### src/rtl/envelope_voice_sequencer.sv
// Per-voice envelope sequencer: velocity bank plus a tick-driven scan that feeds the envelope calculator.
// Optional define SUSTAIN_PEDAL_EN defers note releases while the sustain pedal is held.
module envelope_voice_sequencer #(
  parameter int NUM_VOICES = 4,
  parameter int TICK_DIV   = 50000,
  localparam int VW        = $clog2(NUM_VOICES)
) (
  input  logic                    clk,
  input  logic                    nrst,
  input  logic                    en,
  input  logic                    note_on,
  input  logic                    note_off,
  input  logic [VW-1:0]           note_voice,
  input  logic [6:0]              note_velocity,
  input  logic                    sustain,
  input  logic [6:0]              single_new_note_velocity,
  output logic                    envelope_pulse,
  output logic                    poly_start,
  output logic [6:0]              velocity_sel,
  output logic                    key_pressed,
  output logic                    ended_note,
  output logic [7*NUM_VOICES-1:0] voice_velocity,
  output logic [NUM_VOICES-1:0]   voice_active,
  output logic                    frame_done
);

  localparam int            CW       = $clog2(TICK_DIV);
  localparam logic [CW-1:0] CNT_LAST = CW'(TICK_DIV - 1);
  localparam logic [VW-1:0] IDX_LAST = VW'(NUM_VOICES - 1);

  typedef enum logic [1:0] {
    IDLE,
    SCAN,
    DONE
  } state_t;

  state_t          state, state_d;
  logic [VW-1:0]   idx, idx_d;
  logic            tick_pending, tick_pending_d;
  logic [CW-1:0]   cnt;
  logic            tick;
  logic            scan_wr;

  logic [6:0]            vel [NUM_VOICES];
  logic [NUM_VOICES-1:0] held;
  logic [NUM_VOICES-1:0] ended;

  assign tick    = en && (cnt == CNT_LAST);
  assign scan_wr = (state == SCAN);

  always_ff @(posedge clk) begin
    if (!nrst) begin
      cnt <= '0;
    end else if (en) begin
      cnt <= (cnt == CNT_LAST) ? '0 : cnt + CW'(1);
    end
  end

  always_ff @(posedge clk) begin
    if (!nrst) begin
      state        <= IDLE;
      idx          <= '0;
      tick_pending <= 1'b0;
    end else begin
      state        <= state_d;
      idx          <= idx_d;
      tick_pending <= tick_pending_d;
    end
  end

  // NOTE: every output of a combinational block gets a default first so no path can infer a latch.
  always_comb begin
    state_d        = state;
    idx_d          = idx;
    tick_pending_d = tick_pending;
    if (tick && state != IDLE) tick_pending_d = 1'b1;
    case (state)
      IDLE: begin
        if (tick || tick_pending) begin
          state_d        = SCAN;
          idx_d          = '0;
          tick_pending_d = 1'b0;
        end
      end
      SCAN: begin
        if (idx == IDX_LAST) state_d = DONE;
        else                 idx_d   = idx + VW'(1);
      end
      DONE:    state_d = IDLE;
      default: state_d = IDLE;
    endcase
  end

  always_comb begin
    envelope_pulse = 1'b0;
    poly_start     = 1'b0;
    velocity_sel   = '0;
    key_pressed    = 1'b0;
    ended_note     = 1'b0;
    frame_done     = (state == DONE);
    if (state == SCAN) begin
      envelope_pulse = 1'b1;
      velocity_sel   = vel[idx];
      poly_start     = (vel[idx] != '0);
      key_pressed    = held[idx];
      ended_note     = ended[idx];
    end
  end

`ifdef SUSTAIN_PEDAL_EN
  logic                  sustain_q;
  logic                  sustain_fall;
  logic [NUM_VOICES-1:0] rel_pend;

  assign sustain_fall = sustain_q && !sustain;

  always_ff @(posedge clk) begin
    if (!nrst) sustain_q <= 1'b0;
    else       sustain_q <= sustain;
  end
`else
  logic unused_sustain;
  assign unused_sustain = sustain;
`endif

  // Priority, lowest to highest: scan writeback, sustain release, note events.
  always_ff @(posedge clk) begin
    if (!nrst) begin
      // NOTE: the velocity bank is small and the mixer reads it directly, so it is reset like any other state.
      for (int i = 0; i < NUM_VOICES; i++) vel[i] <= '0;
      held  <= '0;
      ended <= '0;
`ifdef SUSTAIN_PEDAL_EN
      rel_pend <= '0;
`endif
    end else begin
      for (int i = 0; i < NUM_VOICES; i++) begin
        // NOTE: non-blocking assignments; a later assignment to the same bit in this block overrides an earlier one.
        if (scan_wr && idx == VW'(i)) begin
          vel[i] <= single_new_note_velocity;
          if (single_new_note_velocity == '0) ended[i] <= 1'b0;
        end
`ifdef SUSTAIN_PEDAL_EN
        if (sustain_fall && rel_pend[i]) begin
          ended[i]    <= 1'b1;
          rel_pend[i] <= 1'b0;
        end
`endif
        if (note_on && note_voice == VW'(i)) begin
          vel[i]   <= note_velocity;
          held[i]  <= 1'b1;
          ended[i] <= 1'b0;
`ifdef SUSTAIN_PEDAL_EN
          rel_pend[i] <= 1'b0;
`endif
        end else if (note_off && note_voice == VW'(i) && vel[i] != '0) begin
          held[i] <= 1'b0;
`ifdef SUSTAIN_PEDAL_EN
          if (sustain) rel_pend[i] <= 1'b1;
          else         ended[i]    <= 1'b1;
`else
          ended[i] <= 1'b1;
`endif
        end
      end
    end
  end

  always_comb begin
    voice_velocity = '0;
    voice_active   = '0;
    for (int i = 0; i < NUM_VOICES; i++) begin
      voice_velocity[7*i +: 7] = vel[i];
      voice_active[i]          = (vel[i] != '0);
    end
  end

endmodule

### config.mk
export PLATFORM = sky130hd
export DESIGN_NAME = envelope_voice_sequencer
export DESIGN_NICKNAME = d
export VERILOG_FILES = /design/src/rtl/envelope_voice_sequencer.sv
export SDC_FILE = /design/constraint.sdc
export NUM_CORES = 1
export LEC_CHECK = 0
export ABC_CLOCK_PERIOD_IN_PS = 1350
export BUFFER_PORTS_ARGS = -buffer_cell sky130_fd_sc_hd__buf_2
export CAP_MARGIN = 20
export CORE_MARGIN = 2
export CORE_UTILIZATION = 49
export CTS_CLUSTER_SIZE = 8
export DETAILED_ROUTE_END_ITERATION = 12
export PLACE_DENSITY = 0.76
export SLEW_MARGIN = 20
export SYNTH_ARGS = -nofsm -noshare
export SYNTH_HDL_FRONTEND = slang
export SYNTH_SLANG_ARGS = --single-unit
### constraint.sdc
create_clock -name clk -period 1.35 [get_ports clk]
set_clock_uncertainty 0.05 [all_clocks]
set_input_delay 0 -clock clk [delete_from_list [all_inputs] [get_ports clk]]
set_output_delay 0 -clock clk [all_outputs]
set_load 0.02 [all_outputs]
### Yosys cells after proc, flatten, opt, wreduce, memory -nomap -nowiden

Memories as Yosys holds them, arrays and structs flattened. A register that Yosys moved wholly into a read port is not among the register bits.
Cells that the tools add are included.

| word-level totals | value |
|---|---|
| bits in writable memories | 28 |
| word-level logic and storage cells | 160 |
| bits of input ports | 22 |
| memories | 1 |
| output and inout bits | 44 |
| register bits | 29 |

Memory list:

| memory | words | width | rd ports | clocked after Yosys merged registers in | write ports | line | RTL |
|---|---|---|---|---|---|---|---|
| vel | 4 | 7 | 5 | 1 | 4 | 44 | `logic [6:0] vel [NUM_VOICES];` |

| cells by class | value |
|---|---|
| reduce and logical (&&, ||, !) cells | 52 |
| multiplexer cells | 71 |
| equal/unequal tests | 12 |
| $lt $le $gt $ge | 1 |
| add/sub/neg operators | 2 |
| bitwise gates (word level) | 9 |

Operators with widths:

| cell | count |
|---|---|
| 7-bit two-way mux | 9 |
| 1-bit two-way mux | 51 |
| 7-bit nonzero test | 5 |
| 2-bit nonzero test | 14 |
| 1-bit logical AND | 18 |
| 16-bit by 1-bit adder with 16-bit output (second input constant) | 1 |
| 16-bit equality test (second input constant) | 1 |
| 16-bit two-way mux | 1 |
| 2-bit two-way mux | 6 |
| 2-bit equality test (second input constant) | 5 |
| 2-bit AND reduction | 5 |
| 1-bit OR | 8 |
| 2-bit case mux with 2 select lines | 2 |
| 2-bit OR reduction | 4 |
| 7-bit logical NOT | 1 |
| 2-bit by 1-bit equality test with 1-bit output (second input constant) | 3 |
| 2-bit logical NOT | 3 |
| 1-bit binary-select mux with 2-bit select | 2 |
| 2-bit inequality test (second input constant) | 2 |
| 2-bit by 3-bit less-than comparator with 1-bit output (second input constant) | 1 |
| 3-bit AND reduction | 1 |
| 2-bit by 1-bit adder with 2-bit output (second input constant) | 1 |
| 2-bit by 1-bit inequality test with 1-bit output (second input constant) | 1 |
| 1-bit logical OR | 1 |
| 1-bit NOT | 1 |

### Longest topological paths before layout

Gate-level depths: netlist of the first run.

| depth | value |
|---|---|
| depth in word-level cells | 7 |
| depth in mapped cells | 6 |
| gate-level depth less buffers | 6 |

### Least setup slack after synthesis of the first run

Ideal clock, no wire load.

| path | value |
|---|---|
| kind | register to output |
| start point | register (tool-made name) |
| end point | output port poly_start |
| arrival time | 1.477 ns |
| buffers on the path | 1 |
| slack | -0.177 ns |
| required time | 1.300 ns |
| stages on the path, launching flop included | 5 |
| cells stage by stage | dfxtp_1 -> buf_2 -> mux4_2 -> nor4_1 -> a21oi_1 |

RTL lines:

| what | line | RTL |
|---|---|---|
| end: declaration | 18 | `output logic poly_start,` |

==> results of run 1 <==
## sequential cells by signal (all words and copies together), names as in the netlist, named ones only
name and cells:
vel 28, tick_pending 1, state 2, cnt 16, held 4, ended 4, idx 2
## cells by family after synthesis
logic type / Yosys count
AND/OR/NAND/NOR: 126
AO/OA/AOI/OAI: 60
flip-flops: 59
buffers and inverters: 22
XOR/XNOR: 12
multiplexers: 10
adder cells (fa/ha/maj): 5
## critical path, delay by kind of cell, from the launching register on
kind / cells / cell delay, ns
mux: 1 / 0.56
compound gates: 1 / 0.08
buf+inv: 2 / 0.30
simple gates: 1 / 0.30
flops: 1 / 0.37
## timing repair
item                                    in CTS  in global routing
pin swaps                                   63                 33
hold buffers                                13                  0
endpoints found under the hold margin       11                  0
buffers inserted                            25                 13
gates resized for setup                    125                 74
gates cloned                                 1                  1
endpoints found under the setup margin      99                100
## through the flow
step                setup WS, ns  power [mW]
finish                    -0.669        4.58
global route              -0.692        4.65
CTS                       -0.627        4.41
detailed placement        -0.306        2.55
global placement          -0.256        2.53
floorplan                 -0.127        2.26
## cell usage after synthesis, drive strengths merged (4+ instances only)
library cell,n
and2,10
nor2,45
and4,4
nand2,14
edfxtp,28
xor2,9
nor3,7
nand2b,8
and3,4
clkbuf,5
buf,11
mux4,9
nand3,8
dfxtp,31
o21ai,6
inv,6
a21oi,12
nand4,7
a22oi,21
a22o,7
ha,5
nor4,6
## cell type report
class                           count  area share, %
Clock buffer                       13           3.36
Tap cell                           75           1.75
Sequential cell                    59           27.8
Inverter                            6          0.560
Timing Repair Buffer              175           26.8
Multi-Input combinational cell    213           38.9
Clock inverter                      3          0.793
## how the worst max path moves through the flow
stage	startpoint	slack (ns)	depth (start not counted)	endpoint
final	flip-flop	-0.67	5	poly_start
after global routing	vel[3][1]	-0.69	4	poly_start
after CTS	flip-flop	-0.63	5	poly_start
after detailed placement	flip-flop	-0.31	5	poly_start
after global placement	flip-flop	-0.26	5	poly_start
after floorplan	vel[3][2]	-0.13	3	poly_start
## metal layers
metal / vias to the layer above / part of all wire [%] / GRT usage (%)
met4: 0 / 6.5 / 15.9
li1: 1445 / - / -
met5: - / 0 / 0
met2: 285 / 51 / 58.1
met1: 1715 / 36 / 36.3
met3: 84 / 6.9 / 5.07
## where the power goes
group	leakage [nW]	total [mW]	internal (mW)	switching (mW)
registers	0.551	2.01	1.94	0.0677
logic	1.56	0.723	0.321	0.402
clock network	0.112	1.85	1.06	0.784
==> impl_metrics.toml, run 1 <==
[layout]
final_area_um2 = 5370
mostFrequentLayoutCells = "buf_4 (67), buf_2 (50), buf_6 (40)"
nNetsFinal = 491
multi_input_area_um2 = 2090
regArea_um2 = 1490
final_util_pct = 89.6
area_growth_pct = 75.3
final_common_cell = "buf_4"
layout-drive-gt1-share_pct = 64.4
fin_cells = 544
fill_cells = 249
diodes = 0

[detailed_routing]
antenna_left = 0
drc = 0
drtIter0Drc = 455
avgViaCountPerCell = 6.49
wl_mm = 13.5
routedWlPerCell_um = 24.8
dr_total_vias = 3529
dr.pass1.iters = 5

[yosys]
synth-compound-area-share_pct = 14.0
netlist_area_um2 = 3060
synthFlopType = "dfxtp_1"
synth_top_family_by_area = "simple AND/OR/NAND/NOR gates"
syn_inst = 294
muxShareOfSynthArea_pct = 6.95
yosysUniqueCellTypes = 48
syn-num-nets = 321
yosys_warnings = 0
synth-seq-area-share_pct = 47.8
synthSimpleGateAreaFrac_pct = 22.1
synth-edff-count = 28
yosys-top-cells-area = "edfxtp_1 (27%), dfxtp_1 (20%), mux4_2 (6.6%)"
yosysTopAreaCellShare_pct = 27.5
synth-adder-area-share_pct = 2.04
ys_async_sr_fraction_pct = 0
yosys.area.top_type = "edfxtp_1"
synth-seq-cells = 59
synth_xor_area_share_pct = 3.43
syn_area_per_cell_um2 = 10.4

[clock_network]
cts_num_sinks = 59
clock_path_buffers = 2
htreeDepth = 3
cts_tree = "yes"
clockRootBuffer = "clkbuf_8"
cts_buffers = 9
path_clk_slew_ns = 0.08
insertion_delay_ns = 0.36

[worst_setup_path]
worst_ep_arrival_time_ns = 1.97
critical_path.slowest_cell = "mux4_2"
r2r-start = "vel[2][1]"
worstPathCellList = "buf_12 > mux4_2 > nor4_4 > a21oi_2 > buf_4"
worstReg2RegEnd = "held[2]"
rr_worst_depth = 7
crit_path_end_kind = "primary output"
path_max_fanout = 7
crit_required_ns = 1.30
r2r_slack_ns = -0.33
worstSetupStartpointType = "flip-flop"
slowest_delay_ns = 0.56
critPathKind = "reg -> out"

[min_path]
holdPathStages = 2
hold_end = "vel[3][5]"
hold_path.class = "in -> reg"
hp-start = "note_velocity[5]"

[placed_design]
gp_congestion = 0.988
place_area_um2 = 4080
io_buffers = 64
dp_cells = 494
dpl.hpwl_mm = 6.60

[sta]
hold_violations = 0
max_slew.worst_pin.slew_ns = 0.411
slew_headroom_pct = 72.3
setup-tns-final_ns = -19.98
finalSetupViolations = 96
rsz0062_at_grt = "yes"
period_needed_ns = 2.02
holdWs_ns = 0.0193
max_freq_ghz = 0.495
fin_crit_sh_pct = 150
drv_slew = 0
finalWorstSetupSlack_ns = -0.669

[die]
ios = 66
die_y_um = 83.0
row_count = 28
die_w_um = 83.0
start_util_pct = 51.1
die_area_um2 = 6890
core_area_um2 = 5990

[power]
leakage_nw = 2.22
irDropWorstVdd_v = 0.000839
power_density_nw_per_um2 = 853

[global_routing]
antenna_found_initial = 0
grt_pass1_vias = 3328
grt_max_degree = 22
grt_usage_pct = 32.0
grt-ovfl-total = 0
grt_pass1_wl_mm = 17.3

[status]
failed_checks = "setup timing"
status = "complete, but fails checks"

[run]
drv_cap = 0
No activity file was read; power rests on OpenSTA's default activity.
==> inputs of run 2 (changes only) <==
ABC_CLOCK_PERIOD_IN_PS = 2300   (was 1350)
CAP_MARGIN = unset   (was 20)
CORE_ASPECT_RATIO = 0.5   (was unset)
CORE_UTILIZATION = 54   (was 49)
PLACE_DENSITY = 0.79   (was 0.76)
clock period = 2.3 ns   (was 1.35 ns; I/O delays follow)
==> impl_metrics.toml, run 2 (same netlist as run 1, synthesis figures left out) <==
[status]
status = "completed"

[detailed_routing]
drtIter0Drc = 332
dr_total_vias = 2723
avgViaCountPerCell = 6.13
antenna_left = 0
dr.pass1.iters = 6
drc = 0
routedWlPerCell_um = 18.2
wl_mm = 8.06

[die]
die_w_um = 110
row_count = 19
start_util_pct = 56.0
ios = 66
core_area_um2 = 5470
die_y_um = 57.2
die_area_um2 = 6320

[global_routing]
grt_busiest_layer = "met2"
grt_max_degree = 20
grt_usage_pct = 26.0
grt_pass1_wl_mm = 12.6
grt-ovfl-total = 0
met1_usage_pct = 33.4
antenna_found_initial = 0
grt_util_met3_pct = 8.29
grt_pass1_vias = 2521
grtUsageMet2_pct = 41.8

[worst_setup_path]
path_max_fanout = 7
critPathKind = "reg -> out"
critical_path.slowest_cell = "dfxtp_1"
worst_ep_arrival_time_ns = 2.06
worstPathCellList = "mux4_2 > nor4_1 > a21oi_1 > buf_2"
crit_required_ns = 2.25
worstSetupStartpointType = "flip-flop"
crit_path_end_kind = "primary output"
slowest_delay_ns = 0.59
r2r-start = "idx[0]"

[placed_design]
place_area_um2 = 3400
io_buffers = 64
gp_congestion = 0.905
dpl.hpwl_mm = 5.70
dp_cells = 417

[sta]
fin_crit_sh_pct = 91.9
hold_violations = 0
drv_slew = 0
rsz0062_at_grt = "no"
setup-tns-final_ns = 0
max_freq_ghz = 0.473
finalSetupViolations = 0
max_slew.worst_pin.slew_ns = 0.621
slew_headroom_pct = 58.0
period_needed_ns = 2.11

[min_path]
hold_path.class = "in -> reg"
hp-start = "single_new_note_velocity[2]"

[power]
p_comb_share_pct = 8.4
seqPwrFrac_pct = 42.1
p_sw_uw = 640
leakage_nw = 1.57
internal_power_mw = 2.17
irDropWorstVdd_v = 0.000358
power_density_nw_per_um2 = 736
pwr-share-clk_pct = 49.5
swShare_pct = 22.8

[layout]
regArea_um2 = 1460
reg_top3 = "vel x28, cnt x16"
largest_reg_flops = 28
multi_input_area_um2 = 1490
layout-drive-gt1-share_pct = 25.6
final_area_um2 = 3810
final_common_cell = "buf_2"
mostFrequentLayoutCells = "buf_2 (64), nor2_1 (45), dfxtp_1 (31)"
nNetsFinal = 393
fin_cells = 444
largest_register = "vel"
area_growth_pct = 24.6
diodes = 0
fill_cells = 392

[clock_network]
path_clk_slew_ns = 0.05
htreeDepth = 3
cts_setup_buffers = 0
clock_path_buffers = 2
cts_tree = "yes"
insertion_delay_ns = 0.33
cts_num_sinks = 59
cts_buffers = 9
clockRootBuffer = "clkbuf_16"

[run]
drv_cap = 0
## run 2: what timing repair did
| item | in CTS | in global routing |
|---|---|---|
| endpoints found under the hold margin | 10 | 0 |
| hold buffers | 11 | 0 |
| resized for setup | 0 | 0 |
## run 2: final timing paths
| path | to | slack [ns] | cells after the start |
|---|---|---|---|
| setup reg to reg | vel[3][3] | 0.43 | 4 |
| hold / removal | vel[3][2] | 0.02 | 2 |
| hold reg to reg | ended[0] | 0.45 | 2 |
| setup / recovery | poly_start | 0.19 | 4 |
## run 2: worst max-delay path: cells and delay by family, from the launching register on
kind / cells / cell delay, ns
multiplexers: 1 / 0.58
AND/OR/NAND/NOR: 1 / 0.30
buffers and inverters: 1 / 0.17
AO/OA/AOI/OAI: 1 / 0.10
flip-flops: 1 / 0.59
## run 2: power groups by stage
stage / Clock, mW / Sequential [mW] / Combinational, mW
6_report: 1.39 / 1.18 / 0.236
5_1_grt: 1.46 / 1.18 / 0.251
4_1_cts: 1.40 / 1.18 / 0.233
3_5_place_dp: 0 / 1.20 / 0.217
3_3_place_gp: 0 / 1.20 / 0.211
2_1_floorplan: 0 / 1.23 / 0.0944
## run 2: area by class of cell
class | count | share of cell area (%)
Clock inverter | 7 | 2.17
Tap cell | 73 | 2.40
Clock buffer | 9 | 5.91
Multi-Input combinational cell | 213 | 38.9
Sequential cell | 59 | 38.3
Inverter | 6 | 0.591
Timing Repair Buffer | 77 | 11.7
## run 2: through the flow
stage               setup WS, ns  util (%)  hold WS (ns)  power, mW
finish                     0.186      69.7        0.0217       2.81
global route              0.0964      69.7        0.0293       2.89
CTS                        0.174      69.7       0.00445       2.81
detailed placement         0.524      62.1         0.300       1.42
global placement           0.541      62.1         0.286       1.41
floorplan                  0.773         -        0.0901       1.32
## run 2: routing by layer
metal  up-vias  part of all wire (%)
li1       1255                     -
met1      1262                    40
met2       177                    47
met3        29                    11
met4         0                   2.1
met5         -                     0
